==> src/rtl/load_writeback_pkg.sv <==
// Shared constants, size encodings and FSM state type for the load/writeback unit.
// Also provides the alignment helper that the optional misalignment trap uses.
package load_writeback_pkg;

  localparam int XLEN    = 64;
  localparam int RADDR_W = 5;

  typedef enum logic [1:0] {
    SZ_B = 2'd0,
    SZ_H = 2'd1,
    SZ_W = 2'd2,
    SZ_D = 2'd3
  } size_e;

  typedef enum logic [1:0] {
    ST_IDLE = 2'd0,
    ST_REQ  = 2'd1,
    ST_WAIT = 2'd2,
    ST_WB   = 2'd3
  } state_e;

  // Only the low three address bits matter for alignment up to a doubleword.
  function automatic logic is_aligned(input logic [2:0] addr_lo, input logic [1:0] size);
    logic ok;
    ok = 1'b1;
    case (size_e'(size))
      SZ_B:    ok = 1'b1;
      SZ_H:    ok = (addr_lo[0] == 1'b0);
      SZ_W:    ok = (addr_lo[1:0] == 2'b00);
      SZ_D:    ok = (addr_lo == 3'b000);
      default: ok = 1'b1;
    endcase
    return ok;
  endfunction

endpackage

==> src/rtl/load_writeback_extend.sv <==
// Combinational size/sign extender: picks the low 8/16/32/64 bits of the read
// data and sign- or zero-extends them to XLEN. A doubleword ignores i_unsigned.
module load_extend #(
  parameter int XLEN = 64
) (
  input  logic [XLEN-1:0] i_data,
  input  logic [1:0]      i_size,
  input  logic            i_unsigned,
  output logic [XLEN-1:0] o_result
);
  import load_writeback_pkg::*;

  logic w_fill;

  // NOTE: every always_comb output gets a default first so no path can infer a latch.
  always_comb begin
    o_result = i_data;
    w_fill   = 1'b0;
    case (size_e'(i_size))
      SZ_B: begin
        w_fill   = ~i_unsigned & i_data[7];
        o_result = {{(XLEN-8){w_fill}}, i_data[7:0]};
      end
      SZ_H: begin
        w_fill   = ~i_unsigned & i_data[15];
        o_result = {{(XLEN-16){w_fill}}, i_data[15:0]};
      end
      SZ_W: begin
        w_fill   = ~i_unsigned & i_data[31];
        o_result = {{(XLEN-32){w_fill}}, i_data[31:0]};
      end
      default: o_result = i_data;
    endcase
  end

endmodule

==> src/rtl/load_writeback.sv <==
// Load unit: latches one load, issues a valid/grant memory read, extends the
// returned data and writes it to the register file for exactly one cycle.
// Optional misalignment trap (err port) enabled by defining LOAD_WB_MISALIGN_TRAP_EN.
module load_writeback #(
  parameter int XLEN    = load_writeback_pkg::XLEN,
  parameter int RADDR_W = load_writeback_pkg::RADDR_W
) (
  input  logic               clk,
  input  logic               rst_n,
  input  logic               req_valid,
  output logic               req_ready,
  input  logic [RADDR_W-1:0] req_rd,
  input  logic [XLEN-1:0]    req_base,
  input  logic [XLEN-1:0]    req_offset,
  input  logic [1:0]         req_size,
  input  logic               req_unsigned,
  output logic               mem_req,
  input  logic               mem_gnt,
  output logic [XLEN-1:0]    mem_addr,
  output logic [1:0]         mem_size,
  input  logic               mem_rvalid,
  input  logic [XLEN-1:0]    mem_rdata,
  output logic               rf_we,
  output logic [RADDR_W-1:0] rf_rw,
  output logic [XLEN-1:0]    rf_din,
  output logic               busy
`ifdef LOAD_WB_MISALIGN_TRAP_EN
  ,
  output logic               err
`endif
);
  import load_writeback_pkg::*;

  state_e             r_state;
  state_e             w_next;
  logic [RADDR_W-1:0] r_rd;
  logic [1:0]         r_size;
  logic               r_unsigned;
  logic [XLEN-1:0]    r_addr;
  logic               r_rf_we;
  logic [RADDR_W-1:0] r_rf_rw;
  logic [XLEN-1:0]    r_rf_din;
  logic [XLEN-1:0]    w_addr;
  logic [XLEN-1:0]    w_ext;
  logic               w_accept;
  logic               w_trap;

  // Effective address wraps modulo 2^XLEN; the carry is simply discarded.
  assign w_addr   = req_base + req_offset;
  assign w_accept = (r_state == ST_IDLE) && req_valid;

`ifdef LOAD_WB_MISALIGN_TRAP_EN
  logic r_err;

  assign w_trap = !is_aligned(w_addr[2:0], req_size);
  assign err    = r_err;

  always_ff @(posedge clk or negedge rst_n) begin
    if (!rst_n) r_err <= 1'b0;
    else        r_err <= w_accept && w_trap;
  end
`else
  assign w_trap = 1'b0;
`endif

  // NOTE: sequential state uses non-blocking assignments so all registers see pre-edge values.
  always_ff @(posedge clk or negedge rst_n) begin
    if (!rst_n) r_state <= ST_IDLE;
    else        r_state <= w_next;
  end

  always_comb begin
    w_next    = r_state;
    req_ready = 1'b0;
    mem_req   = 1'b0;
    busy      = 1'b1;
    case (r_state)
      ST_IDLE: begin
        req_ready = 1'b1;
        busy      = 1'b0;
        if (req_valid && !w_trap) w_next = ST_REQ;
      end
      ST_REQ: begin
        mem_req = 1'b1;
        if (mem_gnt) w_next = ST_WAIT;
      end
      // mem_rvalid is only looked at here, never in REQ alongside the grant.
      ST_WAIT: if (mem_rvalid) w_next = ST_WB;
      ST_WB:   w_next = ST_IDLE;
      default: w_next = ST_IDLE;
    endcase
  end

  load_extend #(.XLEN(XLEN)) u_extend (
    .i_data     (mem_rdata),
    .i_size     (r_size),
    .i_unsigned (r_unsigned),
    .o_result   (w_ext)
  );

  always_ff @(posedge clk or negedge rst_n) begin
    if (!rst_n) begin
      r_rd       <= '0;
      r_size     <= '0;
      r_unsigned <= 1'b0;
      r_addr     <= '0;
      r_rf_we    <= 1'b0;
      r_rf_rw    <= '0;
      r_rf_din   <= '0;
    end else begin
      r_rf_we <= 1'b0;
      if (w_accept && !w_trap) begin
        r_rd       <= req_rd;
        r_size     <= req_size;
        r_unsigned <= req_unsigned;
        r_addr     <= w_addr;
      end
      // Writes to x0 still consume the data; only the enable is suppressed.
      if (r_state == ST_WAIT && mem_rvalid) begin
        r_rf_we  <= (r_rd != '0);
        r_rf_rw  <= r_rd;
        r_rf_din <= w_ext;
      end
    end
  end

  assign mem_addr = r_addr;
  assign mem_size = r_size;
  assign rf_we    = r_rf_we;
  assign rf_rw    = r_rf_rw;
  assign rf_din   = r_rf_din;

endmodule

==> config.mk <==
export PLATFORM = sky130hd
export DESIGN_NAME = load_writeback
export DESIGN_NICKNAME = d
export VERILOG_FILES = /design/src/rtl/load_writeback_pkg.sv /design/src/rtl/load_writeback_extend.sv /design/src/rtl/load_writeback.sv
export SDC_FILE = /design/constraint.sdc
export NUM_CORES = 1
export LEC_CHECK = 0
export ABC_CLOCK_PERIOD_IN_PS = 3700
export BUFFER_PORTS_ARGS = -buffer_cell sky130_fd_sc_hd__clkbuf_2
export CAP_MARGIN = 20
export CORE_MARGIN = 5
export CORE_UTILIZATION = 55
export CTS_CLUSTER_SIZE = 20
export DETAILED_ROUTE_END_ITERATION = 10
export GPL_TIMING_DRIVEN = 0
export PLACE_DENSITY = 0.93
export RECOVER_POWER = 50
export SYNTH_ARGS = -nofsm -noshare
export SYNTH_HDL_FRONTEND = slang
export SYNTH_SLANG_ARGS = --single-unit
==> constraint.sdc <==
create_clock -name clk -period 3.7 [get_ports clk]
set_clock_uncertainty 0.05 [all_clocks]
set_input_delay 0.37 -clock clk [delete_from_list [all_inputs] [get_ports clk]]
set_output_delay 0.37 -clock clk [all_outputs]
set_load 0.02 [all_outputs]
# Word level (Yosys, flattened, before mapping)
# Cells that the tools add are included.
totals:
  register_bits: 144
  in_bits: 205
  elab_cells: 36
classes:
  reduce_logical: 6
  n_bitwise: 4
  n_addsub: 1
  n_mux: 9
  eq_ne: 8
ops:
  columns: ["operator", "n"]
  rows:
  - ["$pmux W64 S3", 1]
  - ["$add A64 B64 Y64", 1]
  - ["$pmux W2 S4", 1]
  - ["$eq A2 B2 Y1 const B", 3]
  - ["$mux W2", 3]
  - ["$ne A2 B2 Y1 const B", 3]
  - ["$reduce_bool A5 Y1", 1]
  - ["$eq A2 B1 Y1 const B", 2]
  - ["$logic_not A2 Y1", 2]
  - ["$mux W1", 4]
  - ["$and A1 B1 Y1", 3]
  - ["$reduce_and A3 Y1", 1]
  - ["$logic_and A1 B1 Y1", 2]
  - ["$not A1 Y1", 1]

# Logic depth before layout (Yosys ltp)
depth:
  word_depth: 3
  mapped_depth: 11
  depth_no_buf: 11

# Cells and area by module
# Synthesis repeated with hierarchy kept, for this count alone.
hier_totals:
  cells_unflattened: 1172
  area_unflattened_um2: 10282.4
by_module_without_submodules:
  columns: ["mod", "area_each_um2", "n_inst", "cells_per_inst", "seq_area_each_um2"]
  rows:
  - ["load_writeback", 9429.0, 1, 1022, 3603.5]
  - ["load_extend", 853.3, 1, 150, 0.0]

# Worst setup path after synthesis
# OpenSTA, ideal clock, no wires.
synth_path:
  path_type: "input to register"
  start: "input port req_base[0]"
  end: "register r_addr[58] (netlist: mem_addr[58])"
  setup_slack_ns: 0.950
  arrival_ns: 2.614
  required_time_ns: 3.563
  stages: 11
  n_path_buf: 0
  path_cell_list: "ha_1 > fa_1 > a21o_1 > a221oi_2 > o21a_1 > a21oi_1 > o2111a_1 > o21ai_2 > a211oi_1 > or2_1 > o211ai_1"
synth_via:
  elab_chain_len: 1
synth_lines:
  columns: ["item", "line", "rtl"]
  rows:
  - ["start, declared", "load_writeback.sv:13", "input logic [XLEN-1:0] req_base,"]
  - ["$add A64 B64 Y64", "load_writeback.sv:49", "assign w_addr = req_base + req_offset;"]
  - ["end signal, assigned", "load_writeback.sv:116", "r_addr <= w_addr;"]
  - ["end, declared", "load_writeback.sv:39", "logic [XLEN-1:0] r_addr;"]
# No other way between the ends.
# A chain may end at the register's enable or synchronous reset.

# Final worst setup path
# Ends and elaborated chain as after synthesis.

==> qor.yml <==
worst_setup_path:
  crit_path_end_kind: "register"
  r2r_cells: 8
  cp_max_fo: 4
  criticalPathCategory: "in2reg"
  cp.arrival_ns: 3.20
  critPathLaunchType: "input pin"
  crit_start: "req_base[0]"
  r2r_setup_slack_ns: 0.93
  r2r-end: "r_rd[2]"
  r2r-start: "r_state[0]"
  worst_ep_required_time_ns: 3.99
  endpoint: "mem_addr[58]"
floorplan:
  ios: 344
  die_y_um: 141
  start_util_pct: 55.4
  rows: 48
  fp.dieArea_sq_um: 19900
  fp.coreArea_sq_um: 17100
  die_x_um: 141
sta:
  fin_hold_ws_ns: 0.0935
  period_minus_slack_ns: 2.92
  rsz0062_at_grt: "false"
  setup_viol_count_final: 0
  drv_slew: 56
  slew_headroom_pct: -2.02
  worst_slew_pin_slew_ns: 1.53
  finalHoldViolations: 0
  max_freq_ghz: 0.343
  period_share_pct: 78.8
layout:
  layout_commonest_cell: "nand2_1"
  drive_above_1_share_pct: 18.7
  fill_cells: 1399
  diodes: 0
  final_cells: 1736
  layout.nets: 1770
  mostFrequentLayoutCells: "nand2_1 (226), clkbuf_2 (208), clkbuf_1 (189)"
  area_growth_pct: 25.6
logic_synthesis:
  syn_inst: 1134
  yosysTopAreaCellShare_pct: 38.1
  syn_avg_cell_area_sq_um: 8.33
  synthDistinctLibCells: 76
  ys_ff_latch: 144
  synth_edf_count: 0
  ys.flop_type: "dfrtp_1"
  yosysSeqAreaShare_pct: 38.1
  synth_top_area_cell: "dfrtp_1"
  async_flop_share_pct: 100
  synth_area_sq_um: 9450
  ys_warn_count: 0
  synth_area_leaders: "dfrtp_1 (38%), nand2_1 (9.0%), ha_1 (8.7%)"
  syn-num-nets: 1406
clocking:
  cts_tree: "done"
  cts_hold_buf: 1
  cts_inserted_buffers: 17
  clock_path_buffers: 2
  ctsResizeCount: 0
  cts.root.buffer_cell: "clkbuf_16"
  cts.sinks: 144
  htreeDepth: 4
  insertion_delay_ns: 0.42
  cts_setup_buffers: 0
  clk_pin_slew_ns: 0.06
pwr:
  leakage_nw: 5.64
  p_int_w: 0.00444
  ir_drop_uv: 530
  p_switching_w: 0.00410
  seq_power_share_pct: 32.9
  p_comb_share_pct: 48.3
  swShare_pct: 48.0
  powerDensity_nw_per_um2: 720
  p_clk_share_pct: 18.8
routing:
  routed_wl_um: 31800
  dr.pass1.iters: 5
  ant_nets: 0
  initialDrtViolationCount: 766
  via_per_inst: 5.93
  vias: 10300
  wl_per_cell_um: 18.3
  drc_errors: 0
place:
  placedCellCount: 1703
  dp_hpwl_um: 24900
  gp_congestion: 0.911
  io_buffers: 343
outcome:
  status: "complete, but fails checks"
  violations: "max-capacitance violations, max-slew violations"
grt:
  grt_remaining_overflow: 0
  grt_use_total_pct: 31.2
  grt_pass1_wl_um: 50300
  antenna_found_initial: 0
  grt_pass1_vias: 10100
  grt_max_degree: 90
worst_hold_path:
  hold_class: "in2reg"
job:
  maxCapViolCount: 1
## Yosys cell counts, types with 5 or more instances
master / n
o31ai_1: 6
o21ai_0: 112
a21oi_2: 6
nor2b_1: 5
buf_2: 10
o211ai_1: 14
a21oi_1: 118
xnor2_1: 27
a211oi_1: 7
dfrtp_1: 144
nand3_1: 17
clkbuf_1: 54
and3_1: 8
o21bai_1: 14
ha_1: 66
nor3_1: 7
nand2_1: 226
o21ai_1: 12
inv_1: 25
nor2_1: 64
a31oi_1: 17
nand4_1: 18
a21o_1: 37
xor2_1: 23
and2_1: 9
o21a_1: 5
## critical path, stage by stage
cell and delay (ns):
clkbuf_2 0.08, ha_1 0.24, fa_1 0.41, a21o_1 0.23, a221oi_2 0.31, o21a_1 0.25, a21oi_1 0.11, o2111a_1 0.32
o21ai_2 0.26, a211oi_1 0.16, or2_1 0.28, o211ai_1 0.18
## flip-flops by register name, summed over array words and instances (netlist names)
name / flops
mem_addr: 64
mem_size: 2
r_rd: 5
r_state: 2
rf_din: 64
rf_we: 1
rf_rw: 5
r_unsigned: 1
## power groups by stage
stage / Clock [W] / Sequential (W) / Combinational (W)
global route: 0.00170 / 0.00289 / 0.00451
floorplan: 0 / 0.00362 / 0.00180
detailed placement: 0 / 0.00282 / 0.00426
finish: 0.00161 / 0.00281 / 0.00412
CTS: 0.00163 / 0.00280 / 0.00430
global placement: 0 / 0.00280 / 0.00414
## worst min-delay path by stage
| stage | startpoint | end | cells after the start |
|---|---|---|---|
| CTS | mem_rdata[4] | rf_din[4] | 3 |
| global placement | rf_din[0] | rf_din[0] | 2 |
| detailed placement | rst_n | rf_din[55] | 1 |
| global route | mem_rdata[4] | rf_din[4] | 3 |
| floorplan | rst_n | mem_addr[0] | 0 |
| finish | mem_rdata[4] | rf_din[4] | 3 |
## area by class of cell
type,instances,area (sq um),share of cell area [%]
sequential,144,3600,30.4
buffer,65,260,2.19
clock buffer,18,439,3.70
inverter,25,93.8,0.791
clock inverter,14,109,0.918
multi-input combinational,900,5490,46.3
tap,225,282,2.37
timing repair buffer,345,1590,13.4
## routing by layer
metal	track usage (%)	vias to the layer above	part of all wire, %
met4	17.0	0	5.5
met2	52.9	575	48
met5	0	-	0
met1	37.4	4829	38
li1	-	4769	-
met3	6.04	119	8.6
## kinds of logic after synthesis
family                   after synthesis  synth area share [%]
adder cells (fa/ha/maj)               67                  8.95
flip-flops                           144                  38.1
AND/OR/NAND/NOR                      384                  17.8
AO/OA/AOI/OAI                        394                  26.2
buffers and inverters                 90                  3.75
XOR/XNOR                              50                  4.64
multiplexers                           5                 0.583
## through the flow
step | power [W] | TNS, ns | setup slack (ns) | utilization, % | instance area (sq um)
floorplan | 0.00542 | 0 | 0.950 | - | 9450
global placement | 0.00694 | -38.20 | -0.271 | 67.1 | 11400
detailed placement | 0.00708 | 0 | 0.449 | 67.3 | 11500
CTS | 0.00873 | 0 | 0.878 | 70.6 | 12000
global route | 0.00910 | 0 | 0.606 | 69.5 | 11900
finish | 0.00854 | 0 | 0.783 | 69.5 | 11900
No activity file was read; power rests on OpenSTA's default activity.
